$ cat src/rtl/note_sequencer_if.sv
// Control, pattern-write and playback signals between the step sequencer and its host.
interface note_sequencer_if #(
    parameter int unsigned STEPS_LOG2 = 3
);
    logic                  run;
    logic [7:0]            tempo;
    logic [STEPS_LOG2-1:0] last_step;
    logic                  wr_en;
    logic [STEPS_LOG2-1:0] wr_addr;
    logic [16:0]           wr_data;
    logic [11:0]           osc_count;
    logic                  trig;
    logic [STEPS_LOG2-1:0] step;
    logic                  busy;
    logic                  done;

    modport master (
        output run, tempo, last_step, wr_en, wr_addr, wr_data,
        input  osc_count, trig, step, busy, done
    );

    modport slave (
        input  run, tempo, last_step, wr_en, wr_addr, wr_data,
        output osc_count, trig, step, busy, done
    );
endinterface

$ cat src/rtl/note_sequencer.sv
// Step sequencer: plays a note/gate pattern as osc_count + ADSR trig for the synth voice.
// Define SEQ_LOOP_EN to wrap after last_step instead of stopping with a done pulse.
//
// state  | meaning
// S_IDLE | stopped, trig low, osc_count holds
// S_LOAD | one cycle: fetch the step, drive note/trig/step
// S_PLAY | count ticks, drop trig at gate end, advance at step end
module note_sequencer #(
    parameter int unsigned PRESCALE   = 262144,
    parameter int unsigned STEPS_LOG2 = 3
) (
    input  logic            clk,
    input  logic            rstn,
    note_sequencer_if.slave bus
);
    localparam int unsigned PW    = $clog2(PRESCALE);
    localparam int unsigned DEPTH = 1 << STEPS_LOG2;
    localparam logic [PW-1:0] PRE_LAST = PW'(PRESCALE - 1);

    typedef enum logic [1:0] {S_IDLE, S_LOAD, S_PLAY} state_e;

    state_e                state_q, state_d;
    logic [PW-1:0]         presc_q, presc_d;
    logic [7:0]            cnt_q, cnt_d;
    logic [STEPS_LOG2-1:0] ptr_q, ptr_d;
    logic [STEPS_LOG2-1:0] step_q, step_d;
    logic [11:0]           osc_q, osc_d;
    logic [3:0]            gate_q, gate_d;
    logic                  trig_q, trig_d;
    logic                  done_q, done_d;
    logic                  hold_q, hold_d;
    logic [16:0]           mem_q [DEPTH];

    logic        tick;
    logic        tie;
    logic        is_last;
    logic [7:0]  tempo_eff;
    logic [7:0]  gate_eff;
    logic [7:0]  cnt_inc;
    logic [16:0] cur;

    always_comb begin
        tick      = (presc_q == PRE_LAST);
        tempo_eff = (bus.tempo == 8'd0) ? 8'd1 : bus.tempo;
        gate_eff  = ({4'd0, gate_q} >= tempo_eff) ? (tempo_eff - 8'd1) : {4'd0, gate_q};
        tie       = (gate_q == 4'hF) && (tempo_eff > 8'd15);
        cnt_inc   = cnt_q + 8'd1;
        is_last   = (ptr_q >= bus.last_step);
        cur       = mem_q[ptr_q];

        state_d = state_q;
        presc_d = tick ? '0 : presc_q + PW'(1);
        cnt_d   = cnt_q;
        ptr_d   = ptr_q;
        step_d  = step_q;
        osc_d   = osc_q;
        gate_d  = gate_q;
        trig_d  = trig_q;
        done_d  = 1'b0;
        hold_d  = hold_q;

        // A one-shot finish keeps the block parked until run is released.
        if (!bus.run) hold_d = 1'b0;

        case (state_q)
            S_IDLE: begin
                trig_d = 1'b0;
                if (bus.run && !hold_q) begin
                    state_d = S_LOAD;
                    ptr_d   = '0;
                    presc_d = '0;
                end
            end
            S_LOAD: begin
                if (!bus.run) begin
                    state_d = S_IDLE;
                    trig_d  = 1'b0;
                end else begin
                    osc_d   = cur[11:0];
                    gate_d  = cur[15:12];
                    trig_d  = !cur[16] && (cur[15:12] != 4'd0);
                    step_d  = ptr_q;
                    cnt_d   = 8'd0;
                    state_d = S_PLAY;
                end
            end
            S_PLAY: begin
                if (!bus.run) begin
                    state_d = S_IDLE;
                    trig_d  = 1'b0;
                end else if (tick) begin
                    cnt_d = cnt_inc;
                    if (!tie && (cnt_inc == gate_eff)) trig_d = 1'b0;
                    if (cnt_inc == tempo_eff) begin
                        if (!is_last) begin
                            ptr_d   = ptr_q + STEPS_LOG2'(1);
                            state_d = S_LOAD;
                        end else begin
`ifdef SEQ_LOOP_EN
                            ptr_d   = '0;
                            state_d = S_LOAD;
`else
                            state_d = S_IDLE;
                            trig_d  = 1'b0;
                            done_d  = 1'b1;
                            hold_d  = 1'b1;
`endif
                        end
                    end
                end
            end
            default: state_d = S_IDLE;
        endcase
    end

    always_ff @(posedge clk) begin
        if (!rstn) begin
            state_q <= S_IDLE;
            presc_q <= '0;
            cnt_q   <= 8'd0;
            ptr_q   <= '0;
            step_q  <= '0;
            osc_q   <= 12'd0;
            gate_q  <= 4'd0;
            trig_q  <= 1'b0;
            done_q  <= 1'b0;
            hold_q  <= 1'b0;
        end else begin
            state_q <= state_d;
            presc_q <= presc_d;
            cnt_q   <= cnt_d;
            ptr_q   <= ptr_d;
            step_q  <= step_d;
            osc_q   <= osc_d;
            gate_q  <= gate_d;
            trig_q  <= trig_d;
            done_q  <= done_d;
            hold_q  <= hold_d;
        end
    end

    // Pattern memory survives reset so a pattern can be replayed after a reset.
    always_ff @(posedge clk) begin
        if (bus.wr_en) mem_q[bus.wr_addr] <= bus.wr_data;
    end

    assign bus.osc_count = osc_q;
    assign bus.trig      = trig_q;
    assign bus.step      = step_q;
    assign bus.busy      = (state_q != S_IDLE);
    assign bus.done      = done_q;
endmodule

$ cat src/flat_wrapper.sv
// flat-port wrapper written by rule: the top's interface ports become plain ports
module note_sequencer_flat 
#(
    parameter int unsigned PRESCALE   = 262144,
    parameter int unsigned STEPS_LOG2 = 3
)
  (clk, rstn, bus_run, bus_tempo, bus_last_step, bus_wr_en, bus_wr_addr, bus_wr_data, bus_osc_count, bus_trig, bus_step, bus_busy, bus_done);
  note_sequencer_if #(.STEPS_LOG2(STEPS_LOG2)) bus_i ();
  input  logic clk;
  input  logic rstn;
  input wire logic [$bits(bus_i.run)-1:0] bus_run;
  input wire logic [$bits(bus_i.tempo)-1:0] bus_tempo;
  input wire logic [$bits(bus_i.last_step)-1:0] bus_last_step;
  input wire logic [$bits(bus_i.wr_en)-1:0] bus_wr_en;
  input wire logic [$bits(bus_i.wr_addr)-1:0] bus_wr_addr;
  input wire logic [$bits(bus_i.wr_data)-1:0] bus_wr_data;
  output wire logic [$bits(bus_i.osc_count)-1:0] bus_osc_count;
  output wire logic [$bits(bus_i.trig)-1:0] bus_trig;
  output wire logic [$bits(bus_i.step)-1:0] bus_step;
  output wire logic [$bits(bus_i.busy)-1:0] bus_busy;
  output wire logic [$bits(bus_i.done)-1:0] bus_done;
  assign bus_i.run = bus_run;
  assign bus_i.tempo = bus_tempo;
  assign bus_i.last_step = bus_last_step;
  assign bus_i.wr_en = bus_wr_en;
  assign bus_i.wr_addr = bus_wr_addr;
  assign bus_i.wr_data = bus_wr_data;
  assign bus_osc_count = bus_i.osc_count;
  assign bus_trig = bus_i.trig;
  assign bus_step = bus_i.step;
  assign bus_busy = bus_i.busy;
  assign bus_done = bus_i.done;
  note_sequencer #(.PRESCALE(PRESCALE), .STEPS_LOG2(STEPS_LOG2)) u_core (.clk(clk), .rstn(rstn), .bus(bus_i));
endmodule
$ cat config.mk
export PLATFORM = sky130hd
export DESIGN_NAME = note_sequencer_flat
export DESIGN_NICKNAME = d
export VERILOG_FILES = /design/src/rtl/note_sequencer_if.sv /design/src/rtl/note_sequencer.sv /design/src/flat_wrapper.sv
export SDC_FILE = /design/constraint.sdc
export NUM_CORES = 1
export LEC_CHECK = 0
export ABC_AREA = 1
export CAP_MARGIN = 25
export CORE_MARGIN = 4
export CORE_UTILIZATION = 61
export CTS_CLUSTER_SIZE = 24
export DETAILED_ROUTE_END_ITERATION = 8
export PLACE_DENSITY = 0.82
export SYNTH_ARGS = -nofsm -noshare
export SYNTH_HDL_FRONTEND = slang
export SYNTH_SLANG_ARGS = --single-unit
$ cat constraint.sdc
create_clock -name clk -period 5.59 [get_ports clk]
set_input_delay 0.559 -clock clk [delete_from_list [all_inputs] [get_ports clk]]
set_output_delay 0.559 -clock clk [all_outputs]
set_load 0.005 [all_outputs]
## Word level (Yosys, flattened, before mapping)

Memories as Yosys holds them, arrays and structs flattened. A register that Yosys moved wholly into a read port is not among the register bits.
Index checks and enable logic that the tools add are counted.

- Reductions and logical operators: 20
- Shifts and indexed selects: 0
- Bitwise logic cells: 0
- Order comparisons: 3
- Mux-type cells: 40
- Eq/ne operators: 14
- Divide/modulo/power cells: 0
- Add/sub/neg operators: 4
- Multiply operators: 0

Operators with widths:

| kind | number |
|---|---|
| 18-bit two-way mux | 3 |
| 8-bit two-way mux | 5 |
| 3-bit two-way mux | 7 |
| 18-bit by 1-bit adder with 18-bit output, second input constant | 1 |
| 18-bit equality test, second input constant | 1 |
| 8-bit equality test | 2 |
| 1-bit two-way mux | 16 |
| 8-bit one-hot mux with 2 select lines | 1 |
| 2-bit two-way mux | 5 |
| 8-bit by 1-bit adder with 8-bit output, second input constant | 1 |
| 4-bit by 8-bit >= comparator with 1-bit output | 1 |
| 8-bit by 4-bit greater-than comparator with 1-bit output, second input constant | 1 |
| 8-bit zero test | 1 |
| 8-bit by 1-bit subtractor with 8-bit output, second input constant | 1 |
| 2-bit by 1-bit inequality test with 1-bit output, second input constant | 3 |
| 2-bit inequality test, second input constant | 3 |
| 3-bit by 2-bit inequality test with 1-bit output, second input constant | 2 |
| 2-bit one-hot mux with 3 select lines | 1 |
| 3-bit one-hot mux with 2 select lines | 1 |
| 6-bit AND reduction | 1 |
| 2-bit nonzero test | 3 |
| 5-bit AND reduction | 1 |
| 4-bit equality test, second input constant | 1 |
| 1-bit logical AND | 4 |
| 12 further kinds | 15 |

- Bits of input ports: 35
- RAM bits: 136
- Bits in latches: 0
- Memories: 1
- Bits in read-only memories: 0
- Register bits after elaboration: 53
- Logic and storage cells: 92

Memories:

| name | depth | bits a word | read ports | clocked after Yosys merged registers in | write ports | RTL line | text |
|---|---|---|---|---|---|---|---|
| u_core.mem_q | 8 | 17 | 1 | 1 | 1 | note_sequencer.sv:32 | `logic [16:0] mem_q [DEPTH];` |

## Logic depth before layout (Yosys ltp)

- Word-level depth: 12
- Mapped depth: 25
- Mapped depth without buffers: 24

## Worst setup path after synthesis

OpenSTA, ideal clock, no wires.

- Path kind: input port to flip-flop
- Start point: in bus_tempo[2]
- End point: reg u_core.trig_q, in the netlist u_core.bus.trig
- Arrival time: 2.239 ns
- Path buffers: 1
- Library setup time: 0.137 ns
- Required time: 5.453 ns
- Cell stages on the path: 22
- Slack: 3.214 ns
- Cell sequence: clkbuf_2 > nor2_1 > nand2_1 > inv_1 > nand2_1 > nand2_1 > ha_1 > nand2_1 > nor2_1 > nand2_1 > nand2_2 > nand2_1 > nand2_1 > nand2_1 > nand2_1 > nand2_1 > nor2_1 > nand2_1 > nand2_1 > nand2_1 > nand2_1 > a21oi_1

- Word-level cells in the longest chain between the ends: 12
- Elaborated cells between the ends (all ways): 17
- Classes of those cells: add/sub: 1; order compare: 2; eq/ne: 2; mux: 8; reduce/logical: 4

Ends and longest elaborated chain:

| item | RTL line | text |
|---|---|---|
| start: declaration | flat_wrapper.sv:12 | `input wire logic [$bits(bus_i.tempo)-1:0] bus_tempo;` |
| 8-bit zero test | note_sequencer.sv:44 | `tempo_eff = (bus.tempo == 8'd0) ? 8'd1 : bus.tempo;` |
| 8-bit two-way mux (*) | note_sequencer.sv:44 |  |
| 8-bit by 1-bit subtractor with 8-bit output, or another cell as far along | note_sequencer.sv:45 | `gate_eff = ({4'd0, gate_q} >= tempo_eff) ? (tempo_eff - 8'd1) : {4'd0, gate_q};` |
| 8-bit two-way mux / 1-bit logical AND (equally long branches) | note_sequencer.sv:45, note_sequencer.sv:46 |  |
| 8-bit equality test / 1-bit zero test (equally long branches) | note_sequencer.sv:93 | `if (!tie && (cnt_inc == gate_eff)) trig_d = 1'b0;` |
| 1-bit logical AND | note_sequencer.sv:93 |  |
| 1-bit two-way mux | note_sequencer.sv:93 |  |
| 1-bit two-way mux | note_sequencer.sv:95 | `if (!is_last) begin` |
| 1-bit two-way mux (*) | note_sequencer.sv:94 | `if (cnt_inc == tempo_eff) begin` |
| 1-bit two-way mux (*) | note_sequencer.sv:91 | `end else if (tick) begin` |
| 1-bit two-way mux (*) | note_sequencer.sv:88 | `if (!bus.run) begin` |
| 1-bit one-hot mux with 3 select lines (*) | note_sequencer.sv:65 | `case (state_q)` |
| end signal: assignment | note_sequencer.sv:136 | `trig_q <= trig_d;` |
| end: declaration | note_sequencer.sv:29 | `logic trig_q, trig_d;` |

Mark *: on every way between the ends. The rest lies on a longest branch, timed or not. The select of a mux whose other input is x is not followed.
A chain may end at the register's enable or synchronous reset.

==> flow_summary.ini <==
[critical_path]
arrival_ns = 3.55
critPathBufInv = 3
path_cells = buf_4 -> inv_1 -> buf_4 -> o21ai_0 -> o22ai_1 -> o21ai_0 -> nand2_1 -> o21ai_1 -> nand2_1 -> nand2_1 -> nor2_1 -> nand2_1 -> a21oi_1
crit_required_ns = 5.89
r2r_slack_ns = 2.34
cp-start-kind = register
crit_path_max_fanout = 70
crit_path_max_incr_delay_ns = 0.61
endpoint_kind = register
crit_top_cell = nand2_1
path_class = register to register
crit_path_top_delay_cell = inv_1
crit_family = buffers and inverters

[global_route]
grt_first_pass_wirelength_mm = 29.7
grtUsageTotal_pct = 23.7
grt_max_degree = 71
grt_pass1_vias = 6131
grt_overflow_total = 0
antenna_found_initial = 0

[clock_network]
cts.sinks = 192
cts_resized = 0
clkTransAtPathRegs_ns = 0.07
cts_buffer_depth = 2
clk_latency_ns = 0.43
numCtsBuffers = 17
cts_tree = done
root_buffer = clkbuf_16
htreeDepth = 4
cts_setup_buffers = 0
postCtsHoldBufs = 0

[power_and_ir_drop]
p_leak_uw = 0.00355
vdd_drop_max_uv = 294
power.total_uw = 3340
power.density_nw_per_um2 = 344

[route]
post_drt_wl_per_cell_um = 17.5
ant_nets = 0
routed_wirelength_mm = 18.6
first_pass_iters = 6
remaining_drc_errors = 0
vias = 6310
via_per_inst = 5.95
drt_iter0_drc = 680

[die]
chipWidth_um = 126
dieArea_um2 = 15800
start_util_pct = 63.2
die_y_um = 126
core_area_um2 = 13400
rows = 42
ios = 53

[yosys]
synthCells = 827
ys_ff_latch = 192
yosys.cell_types.count = 43
ys_seq_area_share_pct = 61.5
synthAdderAreaFrac_pct = 2.22
synth_compound_area_share_pct = 12.9
synth_mux_area_share_pct = 0
synthSimpleGateAreaFrac_pct = 17.2
synth-xor-area-share_pct = 1.24
synth_edf_count = 136
synth_flop_cell = edfxtp_1
synth_area_um2 = 8460
synthArstFlopShare_pct = 0
avgSynthCellArea_um2 = 10.2
synth_top_family_by_area = simple AND/OR/NAND/NOR gates
synth_warnings = 0
synth_nets = 877

[sta]
hold_viol = 0
holdWs_ns = 0.466
setup_viol = 0
max_freq_mhz = 308
finClkSkew_ns = 0.00998
fin_crit_ns = 3.25
rsz0062_at_grt = no
min_period_over_period_pct = 58.2
finalSetupTns_ns = 0
maxSlewViolCount = 0
worst_pin_slew_ns = 1.00
slew_headroom_pct = 33.3

[final_layout]
drive_gt1_share_pct = 10.3
area_growth_syn_to_layout_pct = 14.7
n_antenna_cell = 0
utilization_pct = 72.5
final_cells = 1061
nets = 922

[placed_design]
dpl.hpwl_mm = 12.0
io_buffers = 52
globalplace.congestion = 0.917
dp_cells = 1029

[hold_path]
hp-class = register to register

[status]
status = completed

[flow_run]
drv_cap = 0
## layout make-up
type	instances	area, um^2
flip-flops and latches	192	5210
fillers	934	3690
multi-input cells	534	2850
repair buffers	63	603
clock buffers	18	429
inverters	64	241
well taps	176	220
clock inverters	14	165
## sequential cells by signal, summed over array words and instances (netlist names), 2 cells and up, named ones only
name,count
u_core.bus.osc_count,12
u_core.bus.step,3
u_core.cnt_q,8
u_core.gate_q,4
u_core.mem_q,136
u_core.presc_q,18
u_core.ptr_q,3
u_core.state_q,2
## metrics by stage
stage               setup slack, ns  area [um^2]
floorplan                      3.21         8460
global placement               2.56         9120
detailed placement             2.43         9120
CTS                            2.43         9710
global route                   2.12         9710
finish                         2.34         9710
## power breakdown
part | total (uW) | internal (uW) | switching [uW] | leakage, uW
Sequential | 1620 | 1590 | 34.5 | 0.00169
Combinational | 501 | 174 | 328 | 0.00157
Clock | 1220 | 675 | 540 | 0.000291
## cells by family (layout without fill, tap and decap cells)
kind of cell / Yosys count / count (layout)
DFF: 192 / 192
adders and majority gates: 15 / 15
buffers and inverters: 101 / 159
xor gates and xnor gates: 12 / 12
AOI/OAI and AO/OA: 193 / 193
and+or+nand+nor: 314 / 314
## worst register-to-register path, stage by stage (launching register included)
cell     delay, ns
dfxtp_2       0.32
buf_4         0.52
inv_1         0.67
buf_4         0.43
o21ai_0       0.22
o22ai_1       0.09
o21ai_0       0.32
nand2_1       0.10
o21ai_1       0.15
nand2_1       0.07
nand2_1       0.07
nor2_1        0.04
nand2_1       0.07
a21oi_1       0.06
## final timing paths
path / from / endpoint / depth (start not counted)
min: u_core.presc_q[0] / u_core.presc_q[0] / 1
max: register / u_core.bus.trig / 13
min reg2reg: u_core.presc_q[0] / u_core.presc_q[0] / 1
max reg2reg: register / u_core.bus.trig / 13
## placed cells by master, fill, tap and decap left out, drive strengths merged, types with 5 or more instances in the layout
cell type      synthesis  final
clkbuf                24     18
buf                   13     11
o21ai                113    113
nor2                 132    132
clkdlybuf4s50          0     52
nand2                124    124
a211oi                 6      6
o22ai                 16     16
edfxtp               136    136
nand3                 35     35
xor2                   8      8
dfxtp                 56     56
a21oi                 34     34
inv                   63     71
nand4                  9      9
o221ai                13     13
ha                    15     15
nor3                   5      5
## synth_stat cells (2+ instances only)
master / number / share of area, %
a211oi_1: 5 / 0.44
xor2_1: 8 / 0.83
nand3b_1: 4 / 0.35
o22ai_1: 16 / 1.2
xnor2_1: 4 / 0.41
nor3_1: 3 / 0.18
clkbuf_1: 23 / 1.0
nor2_1: 121 / 5.4
nand2_2: 12 / 0.89
nand4_1: 7 / 0.52
inv_1: 58 / 2.6
ha_1: 15 / 2.2
nand4_2: 2 / 0.30
a21oi_1: 31 / 1.8
o21ai_1: 3 / 0.18
inv_2: 5 / 0.22
edfxtp_1: 136 / 48
a21oi_2: 3 / 0.31
nand2_1: 112 / 5.0
buf_6: 2 / 0.27
a31oi_1: 4 / 0.30
nor2_4: 3 / 0.40
nand3_1: 26 / 1.5
nor3b_1: 3 / 0.27
nor4_4: 2 / 0.50
buf_2: 10 / 0.59
nand3_2: 9 / 1.1
o211ai_1: 3 / 0.27
nor2_2: 8 / 0.59
o221ai_1: 13 / 1.3
o21ai_0: 109 / 6.4
dfxtp_1: 56 / 13
## per-layer routing
layer	share of wire [%]	vias to the layer above	track usage (%)
li1	-	2982	-
met1	40	3034	29.2
met2	51	260	40.8
met3	7.1	34	5.63
met4	2.1	0	9.21
met5	0	-	0
Note: power is estimated with default switching activity, not from simulation.
